--- config.mk ---
export PLATFORM = sky130hd
export DESIGN_NAME = midi_msg_tx
export DESIGN_NICKNAME = d
export VERILOG_FILES = /design/src/rtl/midi_msg_tx.sv
export SDC_FILE = /design/constraint.sdc
export NUM_CORES = 1
export LEC_CHECK = 0
export CAP_MARGIN = 20
export CORE_UTILIZATION = 58
export CTS_CLUSTER_SIZE = 16
export DETAILED_ROUTE_END_ITERATION = 7
export PLACE_DENSITY_LB_ADDON = 0.2
export RECOVER_POWER = 100
export SETUP_SLACK_MARGIN = 0.3
export SYNTH_ARGS = -nofsm -noshare
export SYNTH_HDL_FRONTEND = slang
export SYNTH_SLANG_ARGS = --single-unit
export TNS_END_PERCENT = 10
--- constraint.sdc ---
create_clock -name CLOCK_25 -period 2.9 [get_ports CLOCK_25]
set_clock_uncertainty 0.15 [all_clocks]
set_input_delay 0.58 -clock CLOCK_25 [delete_from_list [all_inputs] [get_ports CLOCK_25]]
set_output_delay 0.58 -clock CLOCK_25 [all_outputs]
set_load 0.005 [all_outputs]
--- src/rtl/midi_msg_tx.sv ---
// Message-level MIDI transmitter: decodes message length, applies running-status
// compression and serialises the bytes as 8N1 frames, LSB first.
module midi_msg_tx #(
    parameter int CLK_DIV    = 800,
    parameter int RS_TIMEOUT = 25000000
) (
    input  logic       CLOCK_25,
    input  logic       reset_reg_N,
    input  logic       msg_valid,
    output logic       msg_ready,
    input  logic [7:0] msg_status,
    input  logic [7:0] msg_data1,
    input  logic [7:0] msg_data2,
    input  logic       rs_enable,
    output logic       midi_txd,
    output logic       busy,
    output logic       byte_sent,
    output logic       rs_skipped,
    output logic       msg_error
);

    localparam int BW = (CLK_DIV > 1) ? $clog2(CLK_DIV) : 1;
    localparam int TW = (RS_TIMEOUT > 1) ? $clog2(RS_TIMEOUT + 1) : 1;

    typedef enum logic [1:0] {IDLE, START, DATA, STOP} state_t;

    state_t          state;
    state_t          state_nxt;
    logic [BW-1:0]   bit_cnt;
    logic [2:0]      bit_idx;
    logic [1:0]      bytes_left;
    logic [23:0]     tx_buf;
    logic [7:0]      rs_status;
    logic            rs_held;
    logic [TW-1:0]   idle_cnt;

    logic            accept;
    logic            go;
    logic            is_channel;
    logic            timeout_now;
    logic            rs_live;
    logic            skip;
    logic            bit_last;
    logic [1:0]      msg_len;
    logic [7:0]      data1_b;
    logic [7:0]      data2_b;
    logic            unused_bits;

    assign unused_bits = msg_data1[7] ^ msg_data2[7];

    assign msg_ready   = (state == IDLE);
    assign busy        = ~msg_ready;
    assign accept      = msg_valid && msg_ready;
    assign go          = accept && msg_status[7];
    assign msg_error   = accept && !msg_status[7];
    assign is_channel  = msg_status[7] && (msg_status[7:4] != 4'hF);
    assign timeout_now = (RS_TIMEOUT != 0) && (idle_cnt == TW'(RS_TIMEOUT));
    // A timeout reached in the acceptance cycle already hides the held status.
    assign rs_live     = rs_held && !timeout_now;
    assign skip        = go && is_channel && rs_enable && rs_live && (msg_status == rs_status);
    assign rs_skipped  = skip;
    assign bit_last    = (bit_cnt == BW'(CLK_DIV - 1));
    assign byte_sent   = (state == STOP) && bit_last;
    assign data1_b     = {1'b0, msg_data1[6:0]};
    assign data2_b     = {1'b0, msg_data2[6:0]};

    always_comb begin
        msg_len = 2'd1;
        if (msg_status[7:4] == 4'hC || msg_status[7:4] == 4'hD) begin
            msg_len = 2'd2;
        end else if (msg_status[7:4] != 4'hF) begin
            msg_len = 2'd3;
        end else if (msg_status[3:0] == 4'h1 || msg_status[3:0] == 4'h3) begin
            msg_len = 2'd2;
        end else if (msg_status[3:0] == 4'h2) begin
            msg_len = 2'd3;
        end
    end

    always_comb begin
        midi_txd = 1'b1;
        case (state)
            START:   midi_txd = 1'b0;
            DATA:    midi_txd = tx_buf[bit_idx];
            default: midi_txd = 1'b1;
        endcase
    end

    always_ff @(posedge CLOCK_25 or negedge reset_reg_N) begin
        if (!reset_reg_N) begin
            state <= IDLE;
        end else begin
            state <= state_nxt;
        end
    end

    always_comb begin
        state_nxt = state;
        case (state)
            IDLE:    if (go) state_nxt = START;
            START:   if (bit_last) state_nxt = DATA;
            DATA:    if (bit_last && bit_idx == 3'd7) state_nxt = STOP;
            STOP:    if (bit_last) state_nxt = (bytes_left > 2'd1) ? START : IDLE;
            default: state_nxt = IDLE;
        endcase
    end

    always_ff @(posedge CLOCK_25 or negedge reset_reg_N) begin
        if (!reset_reg_N) begin
            bit_cnt    <= '0;
            bit_idx    <= 3'd0;
            bytes_left <= 2'd0;
            tx_buf     <= 24'h0;
            rs_status  <= 8'h00;
            rs_held    <= 1'b0;
            idle_cnt   <= '0;
        end else begin
            if (state == IDLE || bit_last) begin
                bit_cnt <= '0;
            end else begin
                bit_cnt <= bit_cnt + 1'b1;
            end

            if (state != DATA) begin
                bit_idx <= 3'd0;
            end else if (bit_last) begin
                bit_idx <= bit_idx + 3'd1;
            end

            if (go) begin
                if (skip) begin
                    tx_buf     <= {8'h00, data2_b, data1_b};
                    bytes_left <= msg_len - 2'd1;
                end else begin
                    tx_buf     <= {data2_b, data1_b, msg_status};
                    bytes_left <= msg_len;
                end
            end else if (state == STOP && bit_last) begin
                tx_buf     <= {8'h00, tx_buf[23:8]};
                bytes_left <= bytes_left - 2'd1;
            end

            if (timeout_now) begin
                rs_held <= 1'b0;
            end
            // Real-time bytes (0xF8-0xFF, bit3 set) leave running status alone.
            if (go) begin
                if (is_channel) begin
                    rs_held   <= 1'b1;
                    rs_status <= msg_status;
                end else if (!msg_status[3]) begin
                    rs_held <= 1'b0;
                end
            end

            if (go) begin
                idle_cnt <= '0;
            end else if (state == IDLE && RS_TIMEOUT != 0 && !timeout_now) begin
                idle_cnt <= idle_cnt + 1'b1;
            end
        end
    end

endmodule
# --- Word level (Yosys, flattened, before mapping) ---
# Cells that the tools add are included.
op_classes:
  n_reduce_logical: 23
  n_eq_ne: 18
  magnitude_cmp: 2
  mux: 28
  bitwise_logic: 1
  n_addsub: 5
ops:
  columns: ["cell", "n"]
  rows:
  - ["$mux W25", 2]
  - ["$mux W24", 2]
  - ["$add A25 B1 Y25 const B", 1]
  - ["$eq A25 B25 Y1 const B", 1]
  - ["$mux W23", 1]
  - ["$mux W2", 11]
  - ["$logic_and A1 B1 Y1", 12]
  - ["$add A10 B1 Y10 const B", 1]
  - ["$eq A10 B10 Y1 const B", 1]
  - ["$mux W10", 1]
  - ["$eq A4 B2 Y1 const B", 2]
  - ["$eq A4 B4 Y1 const B", 2]
  - ["$eq A8 B8 Y1", 1]
  - ["$ne A2 B2 Y1 const B", 4]
  - ["$pmux W2 S4", 1]
  - ["$lt A3 B6 Y1 const B", 1]
  - ["$mux W1", 6]
  - ["$mux W3", 2]
  - ["$reduce_bool A2 Y1", 3]
  - ["$eq A2 B2 Y1 const B", 2]
  - ["$eq A4 B1 Y1 const B", 1]
  - ["$ne A4 B4 Y1 const B", 1]
  - ["$reduce_and A4 Y1", 1]
  - ["$sub A2 B1 Y2 const B", 2]
  - ["12 further kinds", 15]
word_totals:
  register_bits: 75
  out_inout_bits: 6
  input_bits: 28

# --- Depth between registers and ports, before layout ---
# Gate-level depths: netlist of the first run.
logic_depth:
  ltp_word: 9
  ltp_mapped: 10

# --- Least setup slack after synthesis of the first run ---
# Ideal clock, no wire load.
synth_path:
  path_kind: "register to register"
  from: "reg state[0]"
  to: "reg bytes_left[0]"
  setup_ps: 124
  synth_period_minus_slack_ps: 2436
  t_arrival_ps: 2162
  stages_incl_launch_ff: 10
  setup_slack_ps: 464
  path_cell_list: "dfrtp_1 inv_1 ha_1 buf_2 and3_1 nand2_1 buf_2 or4_4 o32a_1 o31a_1"
synth_between:
  elab_chain_len: 9
  elab_cells_between_ends: 12
synth_rtl:
  columns: ["element", "line", "rtl"]
  rows:
  - ["start: declaration", "27", "state_t state;"]
  - ["start signal: assignment", "93", "state <= state_nxt;"]
  - ["$logic_not A2 Y1 *", "51", "assign msg_ready = (state == IDLE);"]
  - ["via msg_ready", "10", "output logic msg_ready,"]
  - ["$logic_and A1 B1 Y1 *", "53", "assign accept = msg_valid && msg_ready;"]
  - ["$logic_and A1 B1 Y1 *", "54", "assign go = accept && msg_status[7];"]
  - ["$logic_and A1 B1 Y1 (4 in a row)", "60", "assign skip = go && is_channel && rs_enable && rs_live && (msg_status == rs_status);"]
  - ["$mux W2", "131", "if (skip) begin"]
  - ["$mux W2", "130", "if (go) begin"]
  - ["end signal: assignment", "133", "bytes_left <= msg_len - 2'd1;"]
  - ["end signal: assignment", "136", "bytes_left <= msg_len;"]
  - ["end signal: assignment", "140", "bytes_left <= bytes_left - 2'd1;"]
  - ["end: declaration", "31", "logic [1:0] bytes_left;"]
# The timed path passes the listed nets; every way through them passes the cells marked *.
# A chain may end at the register's enable or synchronous reset.

# --- Worst setup path in the final report of the first run ---
layout_path:
  from: "reg state[1]"
  to: "out msg_error"
layout_between:
  elab_chain_len: 3
layout_rtl:
  columns: ["element", "line", "rtl"]
  rows:
  - ["$logic_not A2 Y1", "51", null]
  - ["$logic_and A1 B1 Y1", "53", null]
  - ["$logic_and A1 B1 Y1", "55", "assign msg_error = accept && !msg_status[7];"]
  - ["end: declaration", "19", "output logic msg_error"]
# Every way passes these cells.

==> results of run 1 <==
## power by group through the flow
stage	sequential (uW)	clock (uW)	combinational [uW]
floorplan	1040	0	16.2
global placement	1040	0	103
detailed placement	1040	0	106
CTS	1020	921	112
global route	1020	979	130
finish	1020	928	122
## cells in the mapped netlist, types with 2 or more instances
cell,count
o21ai_0,27
nor2_1,40
mux4_2,2
dfrtp_1,73
a211oi_1,15
inv_1,11
nor2b_1,2
xor2_1,11
ha_1,11
nor4_1,9
clkbuf_1,19
nand4_1,10
or3_1,3
nor3_1,10
o211ai_1,2
and4_1,5
o2111ai_1,2
a21oi_1,6
o22a_1,2
and2_1,5
nand2_1,39
nand3_1,38
mux2i_1,6
or4_1,3
and3_1,20
nor3b_1,2
buf_2,6
o21a_1,2
a31oi_1,13
o21ai_1,2
xnor2_1,25
## worst max-delay path by stage
stage                              from            end  depth (start not counted)
final                          state[1]      msg_error                          6
after CTS                 msg_status[4]      tx_buf[4]                         13
after global routing       rs_status[0]      tx_buf[9]                         12
after floorplan                state[0]  bytes_left[0]                          9
after global placement    msg_status[6]     rs_skipped                          7
after detailed placement  msg_status[3]     rs_skipped                          7
## flip-flops by register name (all words and copies together) (netlist names)
signal,count
bit_cnt,10
bit_idx,3
bytes_left,2
idle_cnt,25
rs_held,1
rs_status,8
state,2
tx_buf,22
## cell families after synthesis
kind of cell | count (synthesis) | synth area share (%)
buffers and inverters | 37 | 3.61
and+or+nand+nor | 193 | 24.4
adders and majority gates | 11 | 3.39
DFF | 73 | 45.0
xor gates and xnor gates | 36 | 7.77
muxes | 9 | 2.87
AOI/OAI and AO/OA | 82 | 12.9
## worst max-delay path: stages (launching register included)
cell	delay, ps
dfrtp_1	400
inv_1	140
ha_4	160
buf_4	220
nand2_1	80
nor2_1	110
dlygate4sd3_1	580
## through the flow
stage          worst slack, ps  instances  util [%]  TNS (ps)
5_1_grt                   60.1        609      74.9         0
3_3_place_gp              -426        575      68.3      -444
6_report                   126        609      74.9         0
4_1_cts                    154        603      74.2         0
2_1_floorplan              464        441         -         0
3_5_place_dp              -457        575      68.3      -504
## metal layers
layer | GRT usage (%) | vias up | wire (um)
met3 | 5.10 | 33 | 667
met1 | 43.0 | 1830 | 4640
li1 | - | 1726 | -
met4 | 11.2 | 0 | 298
met5 | 0 | - | 0
met2 | 49.0 | 146 | 5380
## repair_timing
action                     4_1_cts  5_1_grt
gates resized for setup         53       21
buffers inserted                11        6
pin swaps                       12        8
cloned                           1        0
setup endpoints to repair        4       17
## layout make-up
cell class,count,area share (%)
well taps,96,2.36
multi-input cells,331,42.9
repair buffers,82,13.5
flip-flops and latches,73,35.9
inverters,11,0.811
clock inverters,5,1.52
clock buffers,11,2.98
==> results.ini, run 1 <==
[yosys]
syn_nets=480
async_flop_share_pct=100
yosys_warnings=0
synth_edf_count=0
ys_seq_area_share_pct=45.0
synth_area_leaders=dfrtp_1, xnor2_1, nand3_1
synth_top_area_share_pct=45.0
syn_inst=441
synthesis.area_mm2=0.00406
syn_area_per_cell_um2=9.21
synth_top_area_cell=dfrtp_1
synth_flop_cell=dfrtp_1
ys_ff_latch=73
ys_types=51

[grt]
track_usage_pct=30.8
grt_pass1_vias=3602
antenna_found_initial=0
grt_first_pass_wirelength_um=17500
overflow=0
grt_max_degree=66

[route]
ant_nets=0
drtPass1Iterations=5
drt_iter0_markers=313
wl_per_cell_um=18.1
num_vias=3735
wl_um=11000
viasPerCell=6.13
drc=0

[clock_tree]
ctsLongestPathBuffers=2
cts_buffers=9
path_clk_slew_ps=80
clkSinkCount=73
cts_hold_buf=0
cts_tree=built
clock_latency_ps=350
cts_root_buffer=clkbuf_8
cts-htree-levels=3

[sta]
rsz0062_at_grt=true
finalCriticalPeriod_ps=2770
hold_viol_final=0
period_share_pct=95.7
timing.final.setup_violations=0
worstMarginPinSlew_ps=1530
clock.fmax_mhz=361
drv_slew=29
hold_ws_ps=357
slew_headroom_pct=-1.79

[critical_path]
rr_worst_depth=12
r2r_start=rs_status[0]
cp.arrival_ps=2040
critPathKind=flip-flop to output pin
r2r_end=tx_buf[9]
cp_max_fo=16
crit_path_end_kind=output pin
r2r_slack_ps=130
crit_path_start_kind=flip-flop
worstPathRequired_ps=2170

[placed_design]
place_congestion=0.860
place_hpwl_um=6710
place_area_mm2=0.00464
port-buffer-count=31

[cells_and_area]
final_cell_mix=dfrtp_1, nor2_1, nand2_1
insertedDiodeCount=0
design_area_mm2=0.00509
multiInputGateArea_mm2=0.00218
num-nets-final=547
seq_area_mm2=0.00183
drive_above_1_share_pct=17.9
nFillCells=462
synthToLayoutAreaGrowth_pct=25.3
final_common_cell=dfrtp_1

[power_and_ir_drop]
clockPowerShare_pct=44.9
internal_power_uw=1600
netSwitchingFraction_pct=22.4
powerDensity_mw_per_mm2=406
p_leak_uw=0.00224
power_switching_uw=463
vdd_drop_max_v=0.000246
p_comb_share_pct=5.9
p_seq_share_pct=49.2
finalPower_uw=2070

[floorplanning]
pin_count=34
dieHeight_um=85.7
die_x_um=85.7
initial_utilization_pct=59.8
core_mm2=0.00679
std_cell_rows=30
die_area_mm2=0.00734

[min_path]
whs_path_depth=2
min_to=tx_buf[18]
hold_class=flip-flop to flip-flop
hp-start=tx_buf[18]

[run_status]
violations=capacitance limit, slew limit
status=finished with violations

[run]
cap_viol_max_count=1

Note: power is estimated with default switching activity, not from simulation.
==> run 2, diff against run 1 <==
--- a/config.mk
+++ b/config.mk
@@ -7,7 +7,8 @@
 export LEC_CHECK = 0
 export CAP_MARGIN = 20
 export CORE_UTILIZATION = 58
-export CTS_CLUSTER_SIZE = 16
+export CTS_CLUSTER_DIAMETER = 120
+export CTS_CLUSTER_SIZE = 10
 export DETAILED_ROUTE_END_ITERATION = 7
 export PLACE_DENSITY_LB_ADDON = 0.2
 export RECOVER_POWER = 100
==> results of run 2 <==
The final DEF is identical to that of run 1; final timing and power are the same.
==> run 3, diff against run 2 <==
--- a/config.mk
+++ b/config.mk
@@ -6,7 +6,10 @@
 export NUM_CORES = 1
 export LEC_CHECK = 0
 export CAP_MARGIN = 20
-export CORE_UTILIZATION = 58
+export CELL_PAD_IN_SITES_DETAIL_PLACEMENT = 0
+export CELL_PAD_IN_SITES_GLOBAL_PLACEMENT = 2
+export CORE_MARGIN = 2
+export CORE_UTILIZATION = 37
 export CTS_CLUSTER_DIAMETER = 120
 export CTS_CLUSTER_SIZE = 10
 export DETAILED_ROUTE_END_ITERATION = 7
==> run 3 against run 2 <==
The flow still finishes with violations (capacitance limit, slew limit). Critical path depth grew 1. Count of clock-buffer cells in the layout grew 1. Sequential share of layout area grew 1.3 points. Design area shrank 3.5%. Clock power shrank 23%. Critical endpoint is now rs_skipped.
==> results.ini, run 3 (same netlist as run 1, synthesis figures left out) <==
[sta]
hold_ws_ps=352  ; was 357 ps
period_share_pct=93.1  ; was 95.7%
hold_viol_final=0  ; unchanged
drv_slew=37  ; was 29
timing.final.setup_violations=0  ; unchanged
fin_setup_tns_ps=0  ; unchanged
worstMarginPinSlew_ps=2150  ; was 1530 ps
slew_headroom_pct=-43.0  ; was -1.79%
rsz0062_at_grt=true  ; unchanged
clock.fmax_mhz=370  ; was 361 MHz
finalCriticalPeriod_ps=2700  ; was 2770 ps

[cells_and_area]
synthToLayoutAreaGrowth_pct=20.9  ; was 25.3%
final_common_cell=dfrtp_1  ; unchanged
multiInputGateArea_mm2=0.00215  ; was 0.00218 mm2
final_cell_mix=dfrtp_1, nor2_1, nand2_1  ; unchanged
top_register=idle_cnt  ; unchanged
num-nets-final=534  ; was 547
seq_area_mm2=0.00183  ; about the same
reg.largest.list=idle_cnt x25, tx_buf x22, bit_cnt x10  ; unchanged
nFillCells=1058  ; was 462
insertedDiodeCount=0  ; unchanged
drive_above_1_share_pct=12.8  ; was 17.9%
largest_register_ffs=25  ; unchanged

[power_and_ir_drop]
vdd_drop_max_v=0.000215  ; was 0.000246 V
powerDensity_mw_per_mm2=374  ; was 406 mW/mm2
p_leak_uw=0.00212  ; was 0.00224 uW
finalPower_uw=1840  ; was 2070 uW

[critical_path]
crit_path_end_kind=output pin  ; unchanged
crit_path_start_kind=input pin  ; was flip-flop
cp.arrival_ps=1970  ; was 2040 ps
critPathKind=input pin to output pin  ; was flip-flop to output pin
cp_max_fo=3  ; was 16
worstPathRequired_ps=2170  ; about the same

[grt]
grt_pass1_vias=3361  ; was 3,602
track_usage_pct=19.2  ; was 30.8%
grt_max_degree=66  ; unchanged
antenna_found_initial=0  ; unchanged
grt_first_pass_wirelength_um=17700  ; was 17,500 um
overflow=0  ; unchanged

[route]
drtPass1Iterations=4  ; was 5
num_vias=3405  ; was 3,735
drc=0  ; unchanged
wl_per_cell_um=16.5  ; was 18.1 um
viasPerCell=5.33  ; was 6.13
wl_um=10600  ; was 11,000 um
ant_nets=0  ; unchanged
drt_iter0_markers=144  ; was 313

[clock_tree]
clkSinkCount=73  ; unchanged
cts_buffers=9  ; unchanged
ctsLongestPathBuffers=2  ; unchanged
clock_latency_ps=350  ; about the same
cts_root_buffer=clkbuf_8  ; unchanged
cts-htree-levels=3  ; unchanged
path_clk_slew_ps=80  ; about the same
cts_tree=built  ; unchanged

[placed_design]
port-buffer-count=31  ; unchanged
place_hpwl_um=6980  ; was 6710 um
place_congestion=0.759  ; was 0.860

[floorplanning]
core_mm2=0.0108  ; was 0.00679 mm2
die_area_mm2=0.0118  ; was 0.00734 mm2
pin_count=34  ; unchanged
std_cell_rows=38  ; was 30
dieHeight_um=109  ; was 85.7 um
initial_utilization_pct=37.6  ; was 59.8%
die_x_um=109  ; was 85.7 um

[min_path]
hold_class=flip-flop to flip-flop  ; unchanged

[run_status]
status=finished with violations  ; unchanged
violations=capacitance limit, slew limit  ; unchanged

[run]
cap_viol_max_count=1  ; unchanged

-- run 3: cell count changes in the layout (fill, tap and decap cells not counted), sizes merged --
cell and change:
buf -16, bufinv -2, clkdlybuf4s15 +1, clkdlybuf4s25 +1, dlygate4sd2 +2
-- run 3: timing repair --
item                       in CTS  in global routing
buffers inserted                6                  0
pin swaps                       8                  0
hold buffers                    0                  0
gates resized for setup        31                  2
setup endpoints to repair       5                  6
-- run 3: layout make-up --
type	instances	share of cell area, %
Multi-Input combinational cell	331	43.8
Sequential cell	73	37.2
Timing Repair Buffer	69	11.3
Tap cell	140	3.57
Clock buffer	12	2.96
Inverter	11	0.841
Clock inverter	3	0.357
-- run 3: critical path, cell delays in order --
cell and delay, ps:
dlygate4sd2_1 270, xnor2_2 200, nand3_2 150, nor4_4 300
buf_4 150, o21a_1 120, clkdlybuf4s15_1 200
-- run 3: final timing paths --
path | startpoint | endpoint | slack [ps] | cells past startpoint
max | msg_status[4] | rs_skipped | 200 | 7
max reg2reg | bit_cnt[1] | tx_buf[6] | 320 | 7
min reg2reg | tx_buf[16] | tx_buf[16] | 350 | 2
min | tx_buf[16] | tx_buf[16] | 350 | 2
max in group asynchronous | reset_reg_N | idle_cnt[19] | 490 | 2
min in group asynchronous | reset_reg_N | idle_cnt[15] | 700 | 1
-- run 3: power by group --
part           leakage [uW]  internal (uW)  switching, uW
Combinational       0.00117           49.8           55.6
Sequential         0.000865           1020              0
Clock             0.0000822            328            388
Total               0.00212           1390            443
-- run 3: per-layer routing --
metal / global-route usage (%) / wire (um) / share of wire (%)
met2: 28.4 / 4660 / 44
met5: 0 / 0 / 0
met3: 4.30 / 365 / 3.5
met1: 28.9 / 5440 / 51
met4: 3.94 / 97 / 0.92
-- run 3: metrics by stage --
stage                     instances  setup WS [ps]  cell area, um2  utilization (%)
final                           639            200            4910             45.5
after global routing            639           54.5            4910             45.5
after global placement          618           -514            4680             43.4
after CTS                       639            157            4960             46.0
after floorplan                 441            464            4060                -
after detailed placement        618           -549            4680             43.4
